[src/rtl/piso_left.sv]
// Parallel-in, serial-out shift-left transmitter, MSB first.
// A one-entry holding register lets the next word queue during a shift so words stream gap-free.
module piso_left #(
  parameter int unsigned WIDTH = 4
) (
  input  logic             clk,
  input  logic             rst,
  input  logic             enb,
  input  logic [WIDTH-1:0] din,
  input  logic             load_vld,
  output logic             load_rdy,
  output logic             out,
  output logic             out_vld,
  output logic             done
);

  localparam int unsigned CntW = $clog2(WIDTH);
  localparam logic [CntW-1:0] CntMax = CntW'(WIDTH - 1);

  typedef enum logic [0:0] {StIdle, StShift} state_e;

  state_e           state_q, state_d;
  logic [WIDTH-1:0] sreg_q, sreg_d;
  logic [WIDTH-1:0] hold_q, hold_d;
  logic             hold_full_q, hold_full_d;
  logic [CntW-1:0]  cnt_q, cnt_d;
  logic             accept;
  logic             last_bit;
  logic             bypass;

  assign load_rdy = !rst && !hold_full_q;
  assign accept   = load_vld && load_rdy;
  assign out_vld  = (state_q == StShift);
  assign out      = out_vld & sreg_q[WIDTH-1];
  assign last_bit = out_vld && enb && (cnt_q == '0);
  assign done     = last_bit;
  // An empty holding register plus an accept on the boundary edge loads the shifter directly.
  assign bypass   = last_bit && !hold_full_q && accept;

  always_comb begin
    state_d     = state_q;
    sreg_d      = sreg_q;
    hold_d      = hold_q;
    hold_full_d = hold_full_q;
    cnt_d       = cnt_q;
    unique case (state_q)
      StIdle: begin
        if (accept) begin
          sreg_d  = din;
          cnt_d   = CntMax;
          state_d = StShift;
        end
      end
      StShift: begin
        if (enb) begin
          if (cnt_q == '0) begin
            if (hold_full_q) begin
              sreg_d      = hold_q;
              cnt_d       = CntMax;
              hold_full_d = 1'b0;
            end else if (accept) begin
              sreg_d = din;
              cnt_d  = CntMax;
            end else begin
              state_d = StIdle;
            end
          end else begin
            sreg_d = {sreg_q[WIDTH-2:0], 1'b0};
            cnt_d  = cnt_q - 1'b1;
          end
        end
        if (accept && !bypass) begin
          hold_d      = din;
          hold_full_d = 1'b1;
        end
      end
      default: state_d = StIdle;
    endcase
  end

  always_ff @(posedge clk) begin
    if (rst) begin
      state_q     <= StIdle;
      sreg_q      <= '0;
      hold_q      <= '0;
      hold_full_q <= 1'b0;
      cnt_q       <= '0;
    end else begin
      state_q     <= state_d;
      sreg_q      <= sreg_d;
      hold_q      <= hold_d;
      hold_full_q <= hold_full_d;
      cnt_q       <= cnt_d;
    end
  end

endmodule

[config.mk]
export PLATFORM = sky130hd
export DESIGN_NAME = piso_left
export DESIGN_NICKNAME = d
export VERILOG_FILES = /design/src/rtl/piso_left.sv
export SDC_FILE = /design/constraint.sdc
export NUM_CORES = 1
export LEC_CHECK = 0
export ABC_AREA = 1
export ABC_CLOCK_PERIOD_IN_PS = 2600
export BUFFER_PORTS_ARGS = -buffer_cell sky130_fd_sc_hd__buf_2
export CAP_MARGIN = 20
export CORE_MARGIN = 2
export CORE_UTILIZATION = 41
export DETAILED_ROUTE_END_ITERATION = 12
export GPL_TIMING_DRIVEN = 0
export SYNTH_ARGS = -nofsm -noshare
export SYNTH_HDL_FRONTEND = slang
export SYNTH_SLANG_ARGS = --single-unit
[constraint.sdc]
create_clock -name clk -period 2.6 [get_ports clk]
set_clock_uncertainty 0.2 [all_clocks]
set_input_delay 0.13 -clock clk [delete_from_list [all_inputs] [get_ports clk]]
set_output_delay 0.13 -clock clk [all_outputs]
set_load 0.02 [all_outputs]
==> tab_implementation.tex, run 1 <==
\begin{tabular}{lr}
\hline
Metric & Value \\
\hline
\multicolumn{2}{l}{\textbf{Status}} \\
\quad Status & completed \\
\multicolumn{2}{l}{\textbf{Clock network}} \\
\quad Clock latency reported for the late side of the worst-skew pair & 0.28 ns \\
\quad Number of buffers on the longest clock path & 2 \\
\quad Number of clock sinks seen by CTS & 12 \\
\quad Number of H-tree branching levels & 1 \\
\quad Total CTS buffers & 3 \\
\quad CTS clock-pin slew for the worst setup and hold paths & 0.08 ns \\
\quad Number of gates resized after CTS & 0 \\
\quad CTS Root Cell & sky130\_fd\_sc\_hd\_\_clkbuf\_4 \\
\quad TritonCTS clock tree & yes \\
\multicolumn{2}{l}{\textbf{GRT}} \\
\quad Maximum number of pins on one net before global-route repair & 10 \\
\quad Number of global-route vias before repair & 711 \\
\quad GR Util All Layers & $\sim$18\% \\
\quad Overflow left after global routing & 0 \\
\quad Initial antenna violation count & 0 \\
\quad First-pass GRT wire length & 2.85 mm \\
\multicolumn{2}{l}{\textbf{Timing}} \\
\quad Relative slew slack & a little over 80\% \\
\quad Min setup slack post-route & $\sim$0.95 ns \\
\quad Unrepaired setup endpoints after global routing & no \\
\quad Setup TNS after final layout & 0 ns \\
\quad Highest clock rate & between 0.6 and 0.7 GHz \\
\quad Final setup violation count & 0 \\
\quad Post-route worst hold slack & about 0.012 ns \\
\quad Max-slew violation total from the final report & 0 \\
\quad Final Cycle Share & 63.4\% \\
\quad Transition at the pin with the smallest max-transition slack & 0.252 ns \\
\quad Final period demand of the worst path & 1.65 ns \\
\quad Hold Vio Cnt, Final & 0 \\
\multicolumn{2}{l}{\textbf{Critical path}} \\
\quad Critical-path cell with the highest stage delay & sky130\_fd\_sc\_hd\_\_dfxtp\_1 \\
\quad Critical path endpoint category & primary output \\
\quad Critical path's largest stage delay & 0.33 ns \\
\quad Startpoint type of the worst setup path & register \\
\quad Highest net fanout along the worst path & 9 \\
\quad Cell seen most often among critical-path stages & sky130\_fd\_sc\_hd\_\_inv\_1 \\
\quad WP data arrival & 1.32 ns \\
\quad Category of the critical setup timing path & reg2out \\
\quad Critical path, cell by cell & buf\_4 -> nand2\_2 -> inv\_1 -> nand2\_4 -> inv\_1 -> buf\_2 \\
\quad Data required time of the worst path & 2.27 ns \\
\multicolumn{2}{l}{\textbf{Cells and area}} \\
\quad Count of filler cells inserted in the layout & 183 \\
\quad Share of layout cells above drive strength 1 & a little under a fifth \\
\quad Final non-filler cell area & 912 um\^{}2 \\
\quad Number of inserted diodes & 0 \\
\quad Number of nets in the layout & around 150 \\
\quad Most common cell after layout, fill and taps aside & sky130\_fd\_sc\_hd\_\_inv\_1 \\
\quad Area growth syn-to-layout & 18.7\% \\
\quad Leading cell types in the layout, fill and taps excluded & 29 x sky130\_fd\_sc\_hd\_\_inv\_1, 26 x sky130\_fd\_sc\_hd\_\_nand2\_1, 14 x sky130\_fd\_sc\_hd\_\_o21ai\_0, 12 x sky130\_fd\_sc\_hd\_\_nand3\_1, 12 x sky130\_fd\_sc\_hd\_\_dfxtp\_1 \\
\multicolumn{2}{l}{\textbf{Synth}} \\
\quad Synth Cell Area & 768 um\^{}2 \\
\quad Share of synthesized area occupied by flip-flops and latches & 31.3\% \\
\quad Synthesized flop and latch total & 12 \\
\quad Number of nets produced by synthesis & around 130 \\
\quad Yosys warnings & 0 \\
\quad Fraction of synthesized cell area in xor and xnor cells & 1.14\% \\
\quad Cells after Synth & $\sim$120 \\
\quad Proportion of synthesized area in mux cells & 0\% \\
\quad Unique cell type count in the Yosys netlist & 20 \\
\quad Dominant combinational cell family by area after synthesis & simple AND/OR/NAND/NOR gates \\
\quad Area share of fa/ha/maj cells after synthesis & 0\% \\
\quad Basic-gate share of the synthesized area counting and, or, nand and nor cells & 31.3\% \\
\quad Compound-Gate Fraction of Synth Area & 18.6\% \\
\quad Synthesized area per cell & 6.46 um\^{}2 \\
\multicolumn{2}{l}{\textbf{Die}} \\
\quad Initial standard-cell utilization of the core & 44.0\% \\
\quad Top-level port count & 12 \\
\quad Placeable core region & between 1500 and 2000 um\^{}2 \\
\quad Vert. Die Dim & 47.3 um \\
\quad Die area & about 2200 um\^{}2 \\
\quad Placement row count & 15 \\
\quad Die Width & 47.3 um \\
\multicolumn{2}{l}{\textbf{Placed design}} \\
\quad Post-DP Area & 850 um\^{}2 \\
\quad Worst slack at placement & 1.17 ns \\
\quad PortBufs & 10 \\
\quad Half-perimeter wire length after detailed placement & around 1.2 mm \\
\quad Final weighted congestion in routability-driven placement & 0.811 \\
\multicolumn{2}{l}{\textbf{Route}} \\
\quad Post-route antenna net violation count & 0 \\
\quad Routed wire length per instance & 9.94 um \\
\quad Number of violations reported at the end of detailed-routing iteration 0 & 11 \\
\quad Number of vias in the routed layout & 759 \\
\quad Post-route DRC violation count & 0 \\
\quad Final wirelength & 1.60 mm \\
\quad Via density & about 4.7 \\
\quad Number of iterations in the first detailed-routing pass & 4 \\
\multicolumn{2}{l}{\textbf{Job}} \\
\quad Max-cap violation count & 0 \\
\multicolumn{2}{l}{\textbf{Power}} \\
\quad Power Total & between 400 and 500 uW \\
\quad Largest vdd supply drop & roughly 0.37 mV \\
\quad Leakage & 0.478 nW \\
\quad Cell area power density & 538 nW/um\^{}2 \\
\multicolumn{2}{l}{\textbf{Worst hold path}} \\
\quad Class of the tightest hold or removal check & in2reg \\
\hline
\end{tabular}
==> final timing paths <==
kind                                from                endpoint  slack (ns)  cells after the start
setup / recovery      out_vld$_SDFF_PP0_                    done        0.95                      6
hold / removal                    din[0]  hold_q[0]$_SDFFE_PP0P_        0.01                      5
setup reg to reg      out_vld$_SDFF_PP0_  hold_q[0]$_SDFFE_PP0P_        1.15                      8
hold reg to reg   hold_q[1]$_SDFFE_PP0P_  hold_q[1]$_SDFFE_PP0P_        0.26                      2
==> sequential cells by signal, summed over array words and instances, names as in the netlist <==
signal / cells
hold_q: 4
sreg_q: 4
cnt_q: 2
hold_full_q: 1
out_vld: 1
==> worst max-delay path: cells and delay by family (launching register included) <==
family / cells / cell delay (ns)
buffers and inverters: 4 / 0.51
DFF: 1 / 0.33
and+or+nand+nor: 2 / 0.19
==> cells by family (layout without fill, tap and decap cells) <==
family / count (synthesis) / after routing
buffers and inverters: 32 / 49
AOI/OAI and AO/OA: 26 / 26
DFF: 12 / 12
and+or+nand+nor: 48 / 48
xor gates and xnor gates: 1 / 1
==> routing by layer <==
layer	track usage (%)	vias to the layer above	routed length [um]	part of all wire, %
li1	-	404	-	-
met3	2.31	5	49	3.1
met1	22.9	337	775	48
met4	10.0	0	39	2.4
met2	29.7	13	736	46
met5	0	-	0	0
==> timing repair <==
action	in CTS	in global routing
buffers inserted	0	0
hold buffers	4	0
endpoints found under the setup margin	0	0
hold endpoints to repair	9	0
==> area by class of cell <==
cell class | instances | area, um^2 | area share, %
tap | 25 | 31.3 | 3.43
sequential | 12 | 240 | 26.3
buffer | 2 | 18.8 | 2.06
timing repair buffer | 14 | 90.1 | 9.88
clock buffer | 3 | 22.5 | 2.47
multi-input combinational | 75 | 392 | 42.9
inverter | 30 | 118 | 12.9
==> through the flow <==
stage	util, %	instances
6_report	52.3	161
5_1_grt	52.3	161
4_1_cts	52.3	161
3_5_place_dp	48.7	154
3_3_place_gp	48.7	154
2_1_floorplan	-	119
==> cells in the mapped netlist <==
cell type | instances | area [um^2]
sky130_fd_sc_hd__nand2_1 | 26 | 97.6
sky130_fd_sc_hd__buf_6 | 1 | 11.3
sky130_fd_sc_hd__o22ai_1 | 1 | 6.26
sky130_fd_sc_hd__nand3_1 | 12 | 60.1
sky130_fd_sc_hd__xor2_1 | 1 | 8.76
sky130_fd_sc_hd__nor2_2 | 2 | 12.5
sky130_fd_sc_hd__a21oi_1 | 6 | 30.0
sky130_fd_sc_hd__nor2_1 | 2 | 7.51
sky130_fd_sc_hd__nand3_4 | 1 | 17.5
sky130_fd_sc_hd__inv_1 | 29 | 109
sky130_fd_sc_hd__nor2_4 | 1 | 11.3
sky130_fd_sc_hd__nand2_2 | 1 | 6.26
sky130_fd_sc_hd__o21ai_0 | 14 | 70.1
sky130_fd_sc_hd__dfxtp_1 | 12 | 240
sky130_fd_sc_hd__buf_4 | 1 | 7.51
sky130_fd_sc_hd__o21ai_1 | 2 | 10.0
sky130_fd_sc_hd__clkinv_4 | 1 | 8.76
sky130_fd_sc_hd__nor3_1 | 1 | 5.00
sky130_fd_sc_hd__nand2_4 | 2 | 22.5
sky130_fd_sc_hd__a21oi_2 | 3 | 26.3
==> where the power goes <==
group          internal [mW]  switching (mW)
registers              0.202          0.0124
logic                 0.0596           0.102
clock network         0.0537          0.0617
total                  0.315           0.176
No activity file was read; power rests on OpenSTA's default activity.
==> run 2: changes to the inputs <==
--- a/config.mk
+++ b/config.mk
@@ -6,7 +6,7 @@
 export NUM_CORES = 1
 export LEC_CHECK = 0
 export ABC_AREA = 1
-export ABC_CLOCK_PERIOD_IN_PS = 2600
+export ABC_CLOCK_PERIOD_IN_PS = 1600
 export BUFFER_PORTS_ARGS = -buffer_cell sky130_fd_sc_hd__buf_2
 export CAP_MARGIN = 20
 export CORE_MARGIN = 2
==> constraint.sdc (replaced) <==
create_clock -name clk -period 1.6 [get_ports clk]
set_clock_uncertainty 0.2 [all_clocks]
set_input_delay 0.08 -clock clk [delete_from_list [all_inputs] [get_ports clk]]
set_output_delay 0.08 -clock clk [all_outputs]
set_load 0.02 [all_outputs]
==> tab_implementation.tex, run 2 (same netlist as run 1, synthesis figures left out) <==
\begin{tabular}{lr}
\hline
Metric & Value \\
\hline
\multicolumn{2}{l}{\textbf{Cells and area}} \\
\quad Share of layout cells above drive strength 1 & 20.4\% (+1.3 points) \\
\quad Largest registers in the final layout & hold\_q (4), sreg\_q (4), cnt\_q (2) \\
\quad Number of inserted diodes & 0 (unchanged) \\
\quad Final cell count without fillers & 162 (+0.62\%) \\
\quad Count of filler cells inserted in the layout & 185 (+1.1\%) \\
\quad Leading cell types in the layout, fill and taps excluded & 28 x sky130\_fd\_sc\_hd\_\_inv\_1, 26 x sky130\_fd\_sc\_hd\_\_nand2\_1, 12 x sky130\_fd\_sc\_hd\_\_o21ai\_0, 12 x sky130\_fd\_sc\_hd\_\_nand3\_1, 12 x sky130\_fd\_sc\_hd\_\_dfxtp\_1 \\
\quad Final non-filler cell area & 935 um\^{}2 (+2.5\%) \\
\quad Number of nets in the layout & 147 (+0.68\%) \\
\quad Most common cell after layout, fill and taps aside & sky130\_fd\_sc\_hd\_\_inv\_1 \\
\quad Area growth syn-to-layout & 21.7\% \\
\multicolumn{2}{l}{\textbf{Die}} \\
\quad Initial standard-cell utilization of the core & 44.0\% (unchanged) \\
\quad Placeable core region & 1750 um\^{}2 (unchanged) \\
\quad Die Width & 47.3 um (unchanged) \\
\quad Die area & 2240 um\^{}2 (unchanged) \\
\quad Placement row count & 15 (unchanged) \\
\quad Vert. Die Dim & 47.3 um (unchanged) \\
\quad Top-level port count & 12 (unchanged) \\
\multicolumn{2}{l}{\textbf{GRT}} \\
\quad First-pass GRT wire length & 2.85 mm (unchanged) \\
\quad GR Util All Layers & 18.2\% (unchanged) \\
\quad Initial antenna violation count & 0 (unchanged) \\
\quad Number of global-route vias before repair & 711 (unchanged) \\
\quad Overflow left after global routing & 0 (unchanged) \\
\quad Maximum number of pins on one net before global-route repair & 10 (unchanged) \\
\multicolumn{2}{l}{\textbf{Clock network}} \\
\quad CTS clock-pin slew for the worst setup and hold paths & 0.08 ns (about the same) \\
\quad Number of H-tree branching levels & 1 (unchanged) \\
\quad Total CTS buffers & 3 (unchanged) \\
\quad Clock latency reported for the late side of the worst-skew pair & 0.28 ns (about the same) \\
\quad Number of clock sinks seen by CTS & 12 (unchanged) \\
\quad Number of buffers on the longest clock path & 2 (unchanged) \\
\quad CTS Root Cell & sky130\_fd\_sc\_hd\_\_clkbuf\_4 \\
\quad TritonCTS clock tree & yes \\
\quad \# Post-CTS Setup Buffers & 0 (unchanged) \\
\multicolumn{2}{l}{\textbf{Timing}} \\
\quad Max-slew violation total from the final report & 0 (unchanged) \\
\quad Transition at the pin with the smallest max-transition slack & 0.252 ns (+0.000108 ns) \\
\quad Hold Vio Cnt, Final & 1 (+1) \\
\quad Final period demand of the worst path & around 1.5 ns \\
\quad Highest clock rate & 0.663 GHz \\
\quad Final Cycle Share & 94.3\% \\
\quad Final setup violation count & 0 (unchanged) \\
\quad Unrepaired setup endpoints after global routing & yes \\
\quad Post-route worst hold slack & -0.00858 ns (-0.0207 ns) \\
\quad Relative slew slack & 83.2\% (about the same) \\
\quad Min setup slack post-route & 0.0915 ns (-0.861 ns) \\
\quad Setup TNS after final layout & 0 ns (unchanged) \\
\multicolumn{2}{l}{\textbf{Placed design}} \\
\quad Worst slack at placement & 0.169 ns (-1.00 ns) \\
\quad Half-perimeter wire length after detailed placement & 1.21 mm (unchanged) \\
\quad Final weighted congestion in routability-driven placement & 0.811 (unchanged) \\
\quad Post-DP Area & 850 um\^{}2 (unchanged) \\
\quad PortBufs & 10 (unchanged) \\
\quad Placed Instances & 154 (unchanged) \\
\multicolumn{2}{l}{\textbf{Critical path}} \\
\quad Category of the critical setup timing path & reg2out \\
\quad Critical path's largest stage delay & 0.34 ns (about the same) \\
\quad Critical path endpoint category & primary output \\
\quad Largest delay share family, worst path & buffers and inverters \\
\quad Startpoint type of the worst setup path & register \\
\quad Cell seen most often among critical-path stages & sky130\_fd\_sc\_hd\_\_nand2\_4 \\
\quad Number of buffer and inverter instances along the worst setup path & 4 (unchanged) \\
\quad WP data arrival & 1.23 ns (-0.09 ns) \\
\quad Critical-path cell with the highest stage delay & sky130\_fd\_sc\_hd\_\_dfxtp\_1 \\
\quad Highest net fanout along the worst path & 9 (unchanged) \\
\quad Critical path, cell by cell & buf\_6 -> nand2\_4 -> inv\_2 -> nand2\_4 -> inv\_1 -> buf\_2 \\
\quad Data required time of the worst path & 1.32 ns (-0.95 ns) \\
\multicolumn{2}{l}{\textbf{Job}} \\
\quad Max-cap violation count & 0 (unchanged) \\
\multicolumn{2}{l}{\textbf{Status}} \\
\quad Status & finished, violations left \\
\quad Violated checks & negative hold slack \\
\multicolumn{2}{l}{\textbf{Route}} \\
\quad Post-route antenna net violation count & 0 (unchanged) \\
\quad Routed wire length per instance & 9.90 um (-0.37\%) \\
\quad Number of iterations in the first detailed-routing pass & 4 (unchanged) \\
\quad Via density & 4.77 (+1.2\%) \\
\quad Number of vias in the routed layout & 773 (+1.8\%) \\
\quad Number of violations reported at the end of detailed-routing iteration 0 & 11 (unchanged) \\
\quad Final wirelength & 1.60 mm (+0.25\%) \\
\quad Post-route DRC violation count & 0 (unchanged) \\
\multicolumn{2}{l}{\textbf{Power}} \\
\quad Largest vdd supply drop & 0.602 mV (+63\%) \\
\quad Switching share of power & 35.8\% (about the same) \\
\quad Leakage & 0.489 nW (+2.1\%) \\
\quad Combinational Power Share & 33.5\% (+0.6 points) \\
\quad Fraction of power consumed by the clock network & 23.3\% (-0.2 points) \\
\quad Fraction of power consumed by sequential logic & 43.3\% (-0.3 points) \\
\quad NetSw & 289 uW (+64\%) \\
\quad Internal power contribution & 517 uW (+64\%) \\
\quad Cell area power density & 862 nW/um\^{}2 (+60\%) \\
\multicolumn{2}{l}{\textbf{Worst hold path}} \\
\quad Class of the tightest hold or removal check & in2reg \\
\hline
\end{tabular}
## run 2: changes by cell type in the layout (fill, tap and decap cells not counted), sizes merged
cell	delta
dlygate4sd3	+1
## run 2: layout make-up
class                      count  area (um^2)  area share [%]
buffer                         2         22.5            2.41
clock buffer                   3         22.5            2.41
inverter                      30          118            12.6
multi-input combinational     75          400            42.8
sequential                    12          240            25.7
tap                           25         31.3            3.35
timing repair buffer          15          100            10.7
## run 2: power by group through the flow
| stage | Combinational [mW] | Clock [mW] | Sequential (mW) |
|---|---|---|---|
| final | 0.270 | 0.187 | 0.349 |
| after global routing | 0.308 | 0.196 | 0.354 |
| after CTS | 0.265 | 0.184 | 0.348 |
| after detailed placement | 0.254 | 0 | 0.355 |
| after global placement | 0.250 | 0 | 0.355 |
| after floorplan | 0.194 | 0 | 0.357 |
## run 2: layer usage
layer	part of all wire, %	vias to the layer above	global-route usage, %	routed length, um
li1	-	410	-	-
met1	48	342	22.9	768
met2	46	16	29.7	739
met3	3.5	5	2.31	56
met4	2.4	0	10.0	39
met5	0	-	0	0
## run 2: worst register-to-register path, delay by kind of cell, from the launching register on
family | cells | cell delay (ns)
buffers and inverters | 2 | 0.22
flip-flops | 1 | 0.34
AO/OA/AOI/OAI | 1 | 0.09
AND/OR/NAND/NOR | 5 | 0.40
## run 2: stage by stage
step                      utilization, %  total power [mW]
after floorplan                        -             0.550
after global placement              48.7             0.605
after detailed placement            48.7             0.609
after CTS                           52.8             0.796
after global routing                53.5             0.858
final                               53.5             0.806
## run 2: worst paths after layout
check / startpoint / to / slack, ns / cells past startpoint
max: out_vld$_SDFF_PP0_ / done / 0.09 / 6
min: enb / out_vld$_SDFF_PP0_ / -0.009 / 4
max reg2reg: out_vld$_SDFF_PP0_ / hold_q[0]$_SDFFE_PP0P_ / 0.25 / 8
min reg2reg: hold_q[1]$_SDFFE_PP0P_ / hold_q[1]$_SDFFE_PP0P_ / 0.26 / 2
## run 2: what timing repair did
item | CTS | global route
hold buffers | 5 | 0
resized for setup | 0 | 6
endpoints found under the hold margin | 10 | 0
endpoints found under the setup margin | 0 | 4
